### config.mk
export PLATFORM = sky130hd
export DESIGN_NAME = dm_arbiter
export DESIGN_NICKNAME = d
export VERILOG_FILES = /design/src/rtl/dm_arbiter.sv
export SDC_FILE = /design/constraint.sdc
export NUM_CORES = 1
export LEC_CHECK = 0
export BUFFER_PORTS_ARGS = -buffer_cell sky130_fd_sc_hd__buf_2
export CORE_AREA = 2 2 116 118
export CTS_CLUSTER_SIZE = 12
export DETAILED_ROUTE_END_ITERATION = 8
export DIE_AREA = 0 0 118 120
export PLACE_DENSITY = 0.65
export SYNTH_ARGS = -nofsm -noshare
export SYNTH_HDL_FRONTEND = slang
export SYNTH_SLANG_ARGS = --single-unit
### constraint.sdc
create_clock -name clk -period 3 [get_ports clk]
set_input_delay 0.6 -clock clk [delete_from_list [all_inputs] [get_ports clk]]
set_output_delay 0.6 -clock clk [all_outputs]
set_load 0.005 [all_outputs]
### src/rtl/dm_arbiter.sv
// dm_arbiter: shares one data memory between two masters.
//   Port 0 (CPU load/store) has fixed priority; port 1 (debug/DMA bridge) is
//   guaranteed a grant after STARVE_LIMIT lost arbitrations.
//   Optional macro DM_ARB_RR_EN swaps fixed priority + starvation guard for
//   round-robin arbitration driven by a last_served bit.
// Ports:
//   clk, reset (async, active low)
//   mX_req/we/addr/wdata  : master X request and payload (held until ack)
//   mX_ack/rdata          : access performed this cycle / read data during ack
//   dm_addr/dm_wd/dm_we   : to DM, driven from the latched payload
//   dm_rd                 : from DM, combinational in dm_addr
module dm_arbiter #(
    parameter int AW           = 32,
    parameter int DW           = 32,
    parameter int STARVE_LIMIT = 4,
    parameter int CNT_W        = 3
) (
    input  logic          clk,
    input  logic          reset,
    input  logic          m0_req,
    input  logic          m0_we,
    input  logic [AW-1:0] m0_addr,
    input  logic [DW-1:0] m0_wdata,
    output logic          m0_ack,
    output logic [DW-1:0] m0_rdata,
    input  logic          m1_req,
    input  logic          m1_we,
    input  logic [AW-1:0] m1_addr,
    input  logic [DW-1:0] m1_wdata,
    output logic          m1_ack,
    output logic [DW-1:0] m1_rdata,
    output logic [AW-1:0] dm_addr,
    output logic [DW-1:0] dm_wd,
    output logic          dm_we,
    input  logic [DW-1:0] dm_rd
);

    typedef enum logic [1:0] {IDLE, SERVE0, SERVE1} state_t;

    state_t        state;
    logic [AW-1:0] lat_addr;
    logic [DW-1:0] lat_wd;
    logic          lat_we;
    logic          grant0;
    logic          grant1;

`ifdef DM_ARB_RR_EN
    // last_served=1 after reset so port 0 wins the first contended round.
    logic last_served;

    assign grant1 = m1_req && (!m0_req || !last_served);

    always_ff @(posedge clk or negedge reset) begin
        if (!reset) begin
            last_served <= 1'b1;
        end else if (grant1) begin
            last_served <= 1'b1;
        end else if (grant0) begin
            last_served <= 1'b0;
        end
    end
`else
    localparam logic [CNT_W-1:0] LIMIT = CNT_W'(STARVE_LIMIT);

    // Number of consecutive edges port 1 has been waiting without a grant.
    logic [CNT_W-1:0] wait1;

    assign grant1 = m1_req && (!m0_req || wait1 == LIMIT);

    always_ff @(posedge clk or negedge reset) begin
        if (!reset) begin
            wait1 <= '0;
        end else if (m1_req && !grant1) begin
            if (wait1 != LIMIT) wait1 <= wait1 + 1'b1;
        end else begin
            wait1 <= '0;
        end
    end
`endif

    assign grant0 = m0_req && !grant1;

    // Grant and payload capture happen on the same edge; the SERVE cycle
    // then drives DM purely from the latches.
    always_ff @(posedge clk or negedge reset) begin
        if (!reset) begin
            state    <= IDLE;
            lat_addr <= '0;
            lat_wd   <= '0;
            lat_we   <= 1'b0;
        end else if (grant1) begin
            state    <= SERVE1;
            lat_addr <= m1_addr;
            lat_wd   <= m1_wdata;
            lat_we   <= m1_we;
        end else if (grant0) begin
            state    <= SERVE0;
            lat_addr <= m0_addr;
            lat_wd   <= m0_wdata;
            lat_we   <= m0_we;
        end else begin
            state    <= IDLE;
        end
    end

    assign m0_ack   = (state == SERVE0);
    assign m1_ack   = (state == SERVE1);
    assign m0_rdata = m0_ack ? dm_rd : '0;
    assign m1_rdata = m1_ack ? dm_rd : '0;
    assign dm_addr  = lat_addr;
    assign dm_wd    = lat_wd;
    // Gated by state so an async reset mid-write kills the DM write at once.
    assign dm_we    = lat_we && (state != IDLE);

endmodule

Word-level counts from Yosys, hierarchy flattened --
Index checks and enable logic that the tools add are counted.
Storage, ports and cells: logic and storage cells 32, output and inout bits 131, input bits 166, register bits 70
Operators by class: add/subtract/negate cells 1, mux-type cells 12, equality and inequality tests 5, reduce and logical (&&, ||, !) cells 9
Operator list (number):
- 2-to-1 mux 32 bit | 6
- 2-to-1 mux 3 bit | 2
- logical AND 1 bit | 4
- nonzero test 2 bit | 2
- adder 3 x 1 -> 3 bit (second input constant) | 1
- == test 3 bit (second input constant) | 1
- 2-to-1 mux 1 bit | 3
- inequality test 3 bit (second input constant) | 1
- == test 2 x 1 -> 1 bit (second input constant) | 1
- == test 2 bit (second input constant) | 1
- zero test 1 bit | 2
- 2-to-1 mux 2 bit | 1
- inequality test 2 x 1 -> 1 bit (second input constant) | 1
- logical OR 1 bit | 1

Logic depth before layout (Yosys ltp) --
Gate-level depths: netlist of the first run.
depth in word-level cells 7, mapped depth 7, gate-level depth less buffers 5

Worst setup path after synthesis of the first run --
Ideal clock, no wire load.
path type reg2out, from reg state[0], to out m1_rdata[22], slack 1.407 ns, buffers on the path 1, arrival time 0.993 ns, data required time 2.400 ns, cell stages (with the launch flop) 4, path through dfrtp_1 -> nor2b_1 -> clkbuf_1 -> and2_1
Between the ends: cells in the longest elaborated chain, start to end 2
Ends and longest elaborated chain:
- start, declared | line 40 | state_t state;
- start signal, assigned | line 87 | state <= IDLE;
- start signal, assigned | line 92 | state <= SERVE1;
- start signal, assigned | line 97 | state <= SERVE0;
- == test 2 bit | line 107 | assign m1_ack = (state == SERVE1);
- via m1_ack | line 30 | output logic m1_ack,
- 2-to-1 mux 32 bit | line 109 | assign m1_rdata = m1_ack ? dm_rd : '0;
- end, declared | line 31 | output logic [DW-1:0] m1_rdata,
The timed path passes the listed nets, and every way through them passes these cells.

Final worst setup path of the first run --
from reg wait1[0], to reg lat_addr[13] (netlist: dm_addr[13])
Between the ends: cells in the longest elaborated chain, start to end 6, elaborated cells between the ends (all ways) 7, classes of those cells eq/ne: 1; mux: 1; reduce/logical: 5
Ends and longest elaborated chain:
- start, declared | line 66 | logic [CNT_W-1:0] wait1;
- start signal, assigned | line 74 | if (wait1 != LIMIT) wait1 <= wait1 + 1'b1;
- == test 3 bit (*) | line 68 | assign grant1 = m1_req && (!m0_req || wait1 == LIMIT);
- logical OR 1 bit (*) | line 68
- logical AND 1 bit (*) | line 68
- zero test 1 bit | line 81 | assign grant0 = m0_req && !grant1;
- logical AND 1 bit | line 81
- nonzero test 2 bit (no line)
- end signal, assigned | line 93 | lat_addr <= m1_addr;
- end signal, assigned | line 98 | lat_addr <= m0_addr;
- end, declared | line 41 | logic [AW-1:0] lat_addr;
Every way passes the cells marked *; elsewhere a longest branch is shown, timed or not. A chain may end at the register's enable or synchronous reset.

==> results of run 1 <==
logic make-up after synthesis:
group,Yosys count
buf+inv,31
flops,70
simple gates,139
fa+ha+maj,2
compound gates,68
mux,1
power by group through the flow:
stage          Combinational [mW]  Sequential, mW  Clock [mW]
5_1_grt                     0.530            1.09        1.08
6_report                    0.481            1.08        1.01
4_1_cts                     0.490            1.08        1.05
3_3_place_gp                0.474            1.09           0
3_5_place_dp                0.490            1.09           0
2_1_floorplan               0.201            1.09           0
cells in the mapped netlist (2+ instances only):
cell type,n
sky130_fd_sc_hd__a221o_1,65
sky130_fd_sc_hd__and2_0,11
sky130_fd_sc_hd__and2_1,118
sky130_fd_sc_hd__buf_2,4
sky130_fd_sc_hd__buf_6,11
sky130_fd_sc_hd__buf_8,4
sky130_fd_sc_hd__clkbuf_1,7
sky130_fd_sc_hd__dfrtp_1,70
sky130_fd_sc_hd__ha_1,2
sky130_fd_sc_hd__inv_1,4
sky130_fd_sc_hd__nand2_1,2
sky130_fd_sc_hd__nor2_1,4
sky130_fd_sc_hd__nor2b_1,2
stage by stage:
step           worst slack, ns  instance area [µm²]  utilization [%]  power, mW  instances
2_1_floorplan             1.41                 3570                -       1.29        311
3_3_place_gp              1.03                 5120             39.5       1.57        761
5_1_grt                  0.836                 5400             41.6       2.70        774
3_5_place_dp             0.957                 5120             39.5       1.58        761
6_report                 0.981                 5400             41.6       2.57        774
4_1_cts                  0.987                 5400             41.6       2.62        774
per-layer routing:
layer / global-route usage (%) / wire length (µm)
met1: 19.1 / 4750
met2: 31.5 / 6530
met3: 4.28 / 770
met4: 4.74 / 142
met5: 0 / 0
path summary, 6_finish.rpt:
kind / end / cells after the start / slack, ns
setup / recovery: dm_addr[13]$_DFFE_PN0P_ / 6 / 0.98
hold / removal: dm_addr[20]$_DFFE_PN0P_ / 1 / 0.39
setup reg to reg: dm_addr[13]$_DFFE_PN0P_ / 6 / 0.98
hold reg to reg: wait1[0]$_DFFE_PN0P_ / 1 / 0.47
max in group asynchronous: wait1[0]$_DFFE_PN0P_ / 1 / 2.02
min in group clk: wait1[0]$_DFFE_PN0P_ / 1 / 0.47
layout make-up:
type,count,area share (%)
clock buffer,11,4.49
clock inverter,2,0.648
inverter,4,0.278
multi-input combinational,210,29.5
sequential,70,32.4
tap,176,4.08
timing repair buffer,301,28.6
state kept, by name, indices dropped and copies added (netlist names):
register  cells
dm_addr      32
dm_wd        32
lat_we        1
state         2
wait1         3
worst max-delay path: cells and delay by family (launching register included):
kind | cells | cell delay [ns]
AOI/OAI and AO/OA | 2 | 0.78
adders and majority gates | 1 | 0.23
buffers and inverters | 2 | 0.36
DFF | 1 | 0.40
and+or+nand+nor | 1 | 0.13
==> run_results.csv, run 1 <==
group,metric,value,unit
global_route,number_of_global_route_vias_before_repair,3648,
timing,final-setup-viol-count,0,
timing,rsz0062_at_grt,"false",
synth,postSynthCellCount,311,
detailed_routing,post-route-drc-count,0,
worst_setup_path,critPathLaunchType,"flip-flop",
power,switching_power_share_of_the_total,24.1,%
layout,layout.cells.most_common_list,"295 x sky130_fd_sc_hd__buf_2, 118 x sky130_fd_sc_hd__and2_1, 70 x sky130_fd_sc_hd__dfrtp_1",
floorplanning,floorplan.initialDensity,27.5,%
detailed_routing,routed_via_density,4.62,
global_route,grt-ovfl-total,0,
layout,final_net_count,764,
power,power_density,475,mW/mm²
power,leakagePower,2.92,nW
synth,synthesis.nets,479,
run,drv.max_cap_violation_count,0,
synth,synth_edf_count,0,
synth,synth.ff_latch_count,70,
floorplanning,core_area,0.0130,mm²
clock_network,root_buffer,"sky130_fd_sc_hd__clkbuf_16",
detailed_routing,number_of_drc_markers_in_iteration_0,118,
layout,drive_above_1_share,52.8,%
timing,timing.hold.ws,0.395,ns
floorplanning,floorplan.die.height,120,µm
clock_network,cts.htree.levels,3,
worst_setup_path,crit_path_cell_trace,"inv_1 > ha_1 > nand2_1 > a21boi_4 > buf_12 > a221o_1",
layout,register_area,0.00175,mm²
clock_network,tritoncts,"done",
synth,synth_compound_area_share,19.1,%
power,power_frac_comb,18.8,%
worst_setup_path,worst_path_max_fanout,44,
synth,dominant_combinational_cell_family_by_area_after_synthesis,"simple AND/OR/NAND/NOR gates",
synth,synth_warnings,0,
synth,synthesis.area_per_instance,11.5,µm²
worst_setup_path,setup_crit_start,"wait1[0]$_DFFE_PN0P_",
worst_setup_path,cp-end-kind,"flip-flop",
synth,synthXorXnorAreaFrac,0,%
worst_setup_path,critPathArrivalTime,2.27,ns
worst_setup_path,timing.critical_path.required,3.25,ns
layout,most_common_library_cell_in_the_layout_ignoring_fill_and_taps,"sky130_fd_sc_hd__buf_2",
detailed_routing,num_vias,3578,
global_route,grt_use_total,16.9,%
timing,final.period_utilization,67.3,%
worst_setup_path,crit_path_max_incr_delay,0.58,ns
timing,max_freq,495,MHz
timing,worst-slew-pin-transition,0.875,ns
synth,synthSimpleGateAreaFrac,23.9,%
timing,slew-limit-headroom,41.7,%
layout,n_antenna_cell,0,
floorplanning,die_x,118,µm
timing,hold_viol,0,
synth,synthDominantAreaCellType,"sky130_fd_sc_hd__dfrtp_1",
detailed_routing,avgRoutedWirePerCell,15.7,µm
clock_network,clk_pin_slew_worst_paths,0.05,ns
layout,flow.area_growth_from_synthesis,51.1,%
placement,place_hpwl,9.48,mm
synth,synth_adder_area_share,0.700,%
synth,synth-main-ff-cell,"sky130_fd_sc_hd__dfrtp_1",
global_route,maximum_number_of_pins_on_one_net_before_global_route_repair,71,
synth,synthArstFlopShare,100,%
synth,yosys.area.top_type_share,49.0,%
clock_network,post_cts_resized,0,
timing,final_period_minus_worst_setup_slack,2.02,ns
floorplanning,pin_count,297,
worst_setup_path,r2r-start,"wait1[0]$_DFFE_PN0P_",
outcome,run_status,"finished clean",
clock_network,postCtsHoldBufs,0,
clock_network,clock_sink_count,70,
synth,synth.area.mux_share,0.280,%
power,share_clk_of_total_power,39.2,%
floorplanning,die_area,0.0142,mm²
synth,synthDistinctLibCells,20,
timing,final_max_slew_viol_count,0,
timing,clock_skew,0.00947,ns
clock_network,insertion_delay,0.33,ns
global_route,grt_antenna_before_repair,0,
clock_network,number_of_buffers_added_by_the_clock_tree_synthesis_step,9,
detailed_routing,number_of_nets_with_antenna_violations_after_detailed_routing,0,
global_route,first_pass_grt_wire_length,18.9,mm
placement,place.port_buffers,296,
synth,synth.yosys.seq_area_share,49.0,%
worst_setup_path,critical_path_class,"flip-flop to flip-flop",
power,power.share.sequential,42.0,%
power,internal-power,1.95,mW
synth,synth.top_cells.by_area,"sky130_fd_sc_hd__dfrtp_1 49%, sky130_fd_sc_hd__and2_1 21%, sky130_fd_sc_hd__a221o_1 18%, sky130_fd_sc_hd__buf_6 3.5%, sky130_fd_sc_hd__and2_0 1.9%",
detailed_routing,drt_pre_antenna_iters,4,
floorplanning,placementRows,42,
worst_setup_path,critPathSlowestCell,"sky130_fd_sc_hd__a21boi_4",
clock_network,post_cts_buffers,0,
power,vdd.ir_drop.worst,0.250,mV
synth,post_synth_instance_area,0.00357,mm²
placement,place_congestion,0.876,
detailed_routing,drt_wl_total,12.2,mm
power,net-switching-power,619,µW
clock_network,maximum_buffer_depth_of_the_clock_tree,2,
layout,multi_input_area,0.00159,mm²
timing,final.setup.tns,0,ns
layout,final.fill_count,1299,
hold_path,holdCritPathClass,"primary input to asynchronous set/reset pin",
(Power assumes the default switching activity.)
==> run 2, diff against run 1 <==
clock period = 2.1 ns   (was 3 ns; I/O delays follow)
==> run 2 against run 1 <==
  * Global-route usage up 0.082 points
  * Utilization grew 0.32 points
  * Register-to-register slack got worse by 0.59 ns
  * Via count is 0.73% higher
  * Worst hold slack got worse by 0.19 ns
  * Sequential share of layout area is 0.25 points lower
  * Routed wire length grew 0.48%
  * Die area unchanged
  * First-iteration DRC count is 3.4% higher
  * Design area up 0.76%
  * Critical path depth decreased by 2
  * Sequential cell count unchanged
  * Largest cell class unchanged
==> run_results.csv, run 2 (synthesized netlist as in run 1, its figures left out) <==
group,metric,value,unit
outcome,run_status,"finished clean",
power,leakagePower,2.94,nW
worst_setup_path,cp-end-kind,"output port",
hold_path,holdCritPathClass,"primary input to asynchronous set/reset pin",
detailed_routing,number_of_nets_with_antenna_violations_after_detailed_routing,0,
run,drv.max_cap_violation_count,0,
layout,n_antenna_cell,0,
power,power_density,706,mW/mm²
worst_setup_path,timing.critical_path.required,1.68,ns
worst_setup_path,crit_path_cell_trace,"nor2b_1 > buf_4 > and2_1 > buf_2",
placement,worst_case_setup_slack_after_placement,0.396,ns
layout,final.fill_count,1281,
worst_setup_path,reg2reg_depth,6,
layout,final_cell_count_no_fill,779,
detailed_routing,drt_pre_antenna_iters,4,
timing,final.period_utilization,86.2,%
clock_network,post_cts_buffers,0,
detailed_routing,num_vias,3604,
clock_network,maximum_buffer_depth_of_the_clock_tree,2,
floorplanning,core_area,0.0130,mm²
clock_network,postCtsHoldBufs,0,
clock_network,root_buffer,"sky130_fd_sc_hd__clkbuf_16",
placement,postPlaceCellArea,0.00513,mm²
worst_setup_path,critPathLaunchType,"flip-flop",
worst_setup_path,worst_path_max_fanout,33,
floorplanning,die_x,118,µm
global_route,grt_antenna_before_repair,0,
timing,max_freq,552,MHz
detailed_routing,post-route-drc-count,0,
timing,final_max_slew_viol_count,0,
worst_setup_path,worst_path_dominant_cell_family,"flip-flops",
global_route,number_of_global_route_vias_before_repair,3701,
layout,flow.area_growth_from_synthesis,52.3,%
timing,final-setup-viol-count,0,
layout,layout.cells.most_common_list,"295 x sky130_fd_sc_hd__buf_2, 118 x sky130_fd_sc_hd__and2_1, 70 x sky130_fd_sc_hd__dfrtp_1",
worst_setup_path,timing.critical_path.depth,4,
floorplanning,floorplan.initialDensity,27.5,%
detailed_routing,avgRoutedWirePerCell,15.7,µm
floorplanning,floorplan.die.height,120,µm
timing,final.setup.tns,0,ns
global_route,grt-ovfl-total,0,
timing,worst-slew-pin-transition,0.874,ns
clock_network,number_of_buffers_added_by_the_clock_tree_synthesis_step,9,
worst_setup_path,crit_path_max_incr_delay,0.38,ns
placement,place.port_buffers,296,
clock_network,cts.htree.levels,3,
power,vdd.ir_drop.worst,0.359,mV
clock_network,tritoncts,"done",
layout,final_net_count,766,
worst_setup_path,cp_num_buf_inv,2,
power,fin_total_pwr,3.84,mW
timing,slew-limit-headroom,41.7,%
timing,hold_viol,0,
global_route,first_pass_grt_wire_length,19.0,mm
worst_setup_path,critPathSlowestCell,"sky130_fd_sc_hd__dfrtp_1",
placement,post-place-cells,763,
placement,place_hpwl,9.26,mm
floorplanning,pin_count,297,
detailed_routing,drt_wl_total,12.2,mm
clock_network,insertion_delay,0.33,ns
timing,worst_slack,0.289,ns
clock_network,clk_pin_slew_worst_paths,0.06,ns
global_route,grt_use_total,17.0,%
detailed_routing,number_of_drc_markers_in_iteration_0,122,
detailed_routing,routed_via_density,4.63,
timing,clock_skew,0.00554,ns
layout,final_design_area_no_fill,0.00544,mm²
worst_setup_path,critPathArrivalTime,1.39,ns
layout,drive_above_1_share,53.1,%
floorplanning,placementRows,42,
global_route,maximum_number_of_pins_on_one_net_before_global_route_repair,71,
placement,place_congestion,0.871,
timing,rsz0062_at_grt,"false",
worst_setup_path,critical_path_class,"flip-flop to output port",
timing,final_period_minus_worst_setup_slack,1.81,ns
clock_network,post_cts_resized,0,
layout,most_common_library_cell_in_the_layout_ignoring_fill_and_taps,"sky130_fd_sc_hd__buf_2",
clock_network,clock_sink_count,70,
floorplanning,die_area,0.0142,mm²
[run 2: final timing paths]
path | start | to | slack [ns]
worst max register to register | wait1[0]$_DFFE_PN0P_ | dm_addr[31]$_DFFE_PN0P_ | 0.39
max in group asynchronous | reset | wait1[1]$_DFFE_PN0P_ | 1.32
worst min register to register | wait1[0]$_DFFE_PN0P_ | wait1[0]$_DFFE_PN0P_ | 0.47
worst min-delay path | reset | dm_addr[20]$_DFFE_PN0P_ | 0.21
worst max-delay path | state[0]$_DFF_PN0_ | m1_rdata[8] | 0.29
min in group clk | m1_addr[27] | dm_addr[27]$_DFFE_PN0P_ | 0.32
[run 2: power by group]
group / total (mW) / switching (mW) / internal (mW) / leakage, nW
combinational: 0.683 / 0.305 / 0.378 / 1.94
clock: 1.62 / 0.548 / 1.07 / 0.157
sequential: 1.54 / 0.0680 / 1.47 / 0.852
total: 3.84 / 0.920 / 2.92 / 2.94
[run 2: metal layers]
layer / track usage [%] / up-vias / wire, µm
met1: 19.0 / 1733 / 4730
met5: 0 / - / 0
met3: 4.52 / 6 / 898
li1: - / 1693 / -
met4: 4.14 / 0 / 95
met2: 32.0 / 172 / 6520
[run 2: through the flow]
stage	utilization, %	hold slack (ns)
after floorplan	-	0.124
after global placement	39.5	0.447
after detailed placement	39.5	0.464
after CTS	41.9	0.256
after global routing	41.9	0.302
final	41.9	0.209
[run 2: layout make-up]
cell class | instances | area (µm²) | share of cell area, %
Sequential cell | 70 | 1750 | 32.2
Multi-Input combinational cell | 210 | 1590 | 29.2
Timing Repair Buffer | 303 | 1550 | 28.5
Clock buffer | 12 | 246 | 4.53
Tap cell | 176 | 220 | 4.05
Clock inverter | 4 | 70.1 | 1.29
Inverter | 4 | 15.0 | 0.276
==> run 3, diff against run 2 <==
PLACE_DENSITY = unset   (was 0.65)
==> run 3 against run 2 <==
  * Fmax fell by 3.7%
  * Clock skew barely moved
  * Die area did not move
  * Largest cell class unchanged
  * Largest power group unchanged
  * Highest routed layer unchanged
==> run_results.csv, run 3 (synthesized netlist as in run 1, its figures left out) <==
group,metric,value,unit
power,share_clk_of_total_power,41.3,%
clock_network,root_buffer,"sky130_fd_sc_hd__clkbuf_16",
timing,timing.hold.ws,0.00786,ns
outcome,run_status,"finished clean",
worst_setup_path,cp-end-kind,"flip-flop",
power,internal-power,2.84,mW
clock_network,clk_pin_slew_worst_paths,0.06,ns
timing,final.period_utilization,89.6,%
power,fin_total_pwr,3.79,mW
global_route,grt-ovfl-total,0,
power,net-switching-power,951,µW
power,switching_power_share_of_the_total,25.1,%
timing,final.setup.tns,0,ns
worst_setup_path,worst_path_max_fanout,57,
worst_setup_path,r2r-start,"wait1[0]$_DFFE_PN0P_",
clock_network,maximum_buffer_depth_of_the_clock_tree,2,
power,leakagePower,2.94,nW
global_route,first_pass_grt_wire_length,18.3,mm
floorplanning,die_x,118,µm
layout,final_design_area_no_fill,0.00544,mm²
power,vdd.ir_drop.worst,0.395,mV
clock_network,tritoncts,"done",
worst_setup_path,setup_crit_start,"wait1[0]$_DFFE_PN0P_",
detailed_routing,number_of_drc_markers_in_iteration_0,172,
floorplanning,die_area,0.0142,mm²
worst_setup_path,critical_path_class,"flip-flop to flip-flop",
floorplanning,floorplan.die.height,120,µm
timing,max_freq,532,MHz
timing,final_period_minus_worst_setup_slack,1.88,ns
timing,slew-limit-headroom,23.8,%
placement,worst_case_setup_slack_after_placement,0.169,ns
power,power_density,696,mW/mm²
detailed_routing,number_of_nets_with_antenna_violations_after_detailed_routing,0,
timing,worst_slack,0.219,ns
layout,drive_above_1_share,53.5,%
timing,final_max_slew_viol_count,0,
timing,final-setup-viol-count,0,
worst_setup_path,critPathLaunchType,"flip-flop",
timing,clock_skew,0.00519,ns
floorplanning,placementRows,42,
layout,most_common_library_cell_in_the_layout_ignoring_fill_and_taps,"sky130_fd_sc_hd__buf_2",
global_route,number_of_global_route_vias_before_repair,3570,
floorplanning,pin_count,297,
placement,place_congestion,0.865,
layout,flow.area_growth_from_synthesis,52.3,%
placement,place_hpwl,9.14,mm
worst_setup_path,reg2reg_depth,6,
power,power_frac_comb,18.1,%
detailed_routing,avgRoutedWirePerCell,15.4,µm
detailed_routing,post-route-drc-count,0,
global_route,grt_use_total,16.5,%
detailed_routing,drt_wl_total,12.0,mm
worst_setup_path,timing.critical_path.required,2.36,ns
global_route,grt_antenna_before_repair,0,
run,drv.max_cap_violation_count,0,
layout,share_of_the_core_filled_with_cells_in_the_final_layout,41.9,%
timing,worst-slew-pin-transition,1.14,ns
layout,final_cell_count_no_fill,780,
clock_network,post_cts_buffers,0,
layout,n_antenna_cell,0,
placement,post-place-cells,764,
floorplanning,core_area,0.0130,mm²
detailed_routing,routed_via_density,4.60,
detailed_routing,num_vias,3586,
hold_path,holdCritPathClass,"primary input to asynchronous set/reset pin",
clock_network,insertion_delay,0.33,ns
clock_network,number_of_buffers_added_by_the_clock_tree_synthesis_step,9,
global_route,maximum_number_of_pins_on_one_net_before_global_route_repair,66,
layout,final.fill_count,1309,
power,power.share.sequential,40.7,%
placement,place.port_buffers,296,
timing,rsz0062_at_grt,"false",
clock_network,cts.htree.levels,3,
clock_network,clock_sink_count,70,
clock_network,postCtsHoldBufs,0,
timing,hold_viol,0,
layout,final_net_count,767,
floorplanning,floorplan.initialDensity,27.5,%
clock_network,post_cts_resized,0,
detailed_routing,drt_pre_antenna_iters,4,
placement,postPlaceCellArea,0.00513,mm²
worst_setup_path,critPathArrivalTime,2.14,ns
layout,layout.cells.most_common_list,"295 x sky130_fd_sc_hd__buf_2, 118 x sky130_fd_sc_hd__and2_1, 70 x sky130_fd_sc_hd__dfrtp_1",
## run 3: final timing paths
path | endpoint | slack [ns]
max in group asynchronous | dm_wd[17]$_DFFE_PN0P_ | 1.51
hold reg to reg | wait1[0]$_DFFE_PN0P_ | 0.45
hold / removal | dm_wd[13]$_DFFE_PN0P_ | 0.008
setup / recovery | dm_addr[11]$_DFFE_PN0P_ | 0.22
min in group clk | dm_wd[15]$_DFFE_PN0P_ | 0.32
setup reg to reg | dm_addr[11]$_DFFE_PN0P_ | 0.22
## run 3: layout make-up
cell class	count	area [µm²]	share of cell area (%)
sequential	70	1750	32.2
tap	176	220	4.05
clock inverter	5	56.3	1.03
timing repair buffer	304	1560	28.6
multi-input combinational	210	1590	29.2
clock buffer	11	253	4.64
inverter	4	15.0	0.276
## run 3: layer usage
| metal | track usage [%] | part of all wire, % | routed length (µm) | up-vias |
|---|---|---|---|---|
| met5 | 0 | 0 | 0 | - |
| met4 | 6.93 | 2.4 | 294 | 0 |
| met3 | 4.37 | 7.9 | 946 | 16 |
| met2 | 28.3 | 48 | 5820 | 208 |
| met1 | 19.5 | 41 | 4970 | 1670 |
| li1 | - | - | - | 1692 |
## run 3: power groups by stage
| stage | Combinational (mW) | Sequential [mW] | Clock (mW) |
|---|---|---|---|
| after floorplan | 0.288 | 1.56 | 0 |
| after global placement | 0.684 | 1.56 | 0 |
| after detailed placement | 0.699 | 1.56 | 0 |
| after CTS | 0.698 | 1.54 | 1.61 |
| after global routing | 0.755 | 1.55 | 1.68 |
| final | 0.684 | 1.54 | 1.56 |
## run 3: worst max-delay path: stages (launching register included)
cell                       delay [ns]
sky130_fd_sc_hd__dfrtp_1         0.39
sky130_fd_sc_hd__inv_1           0.07
sky130_fd_sc_hd__ha_1            0.23
sky130_fd_sc_hd__nand2_1         0.13
sky130_fd_sc_hd__a21boi_4        0.19
sky130_fd_sc_hd__buf_4           0.51
sky130_fd_sc_hd__a221o_1         0.26
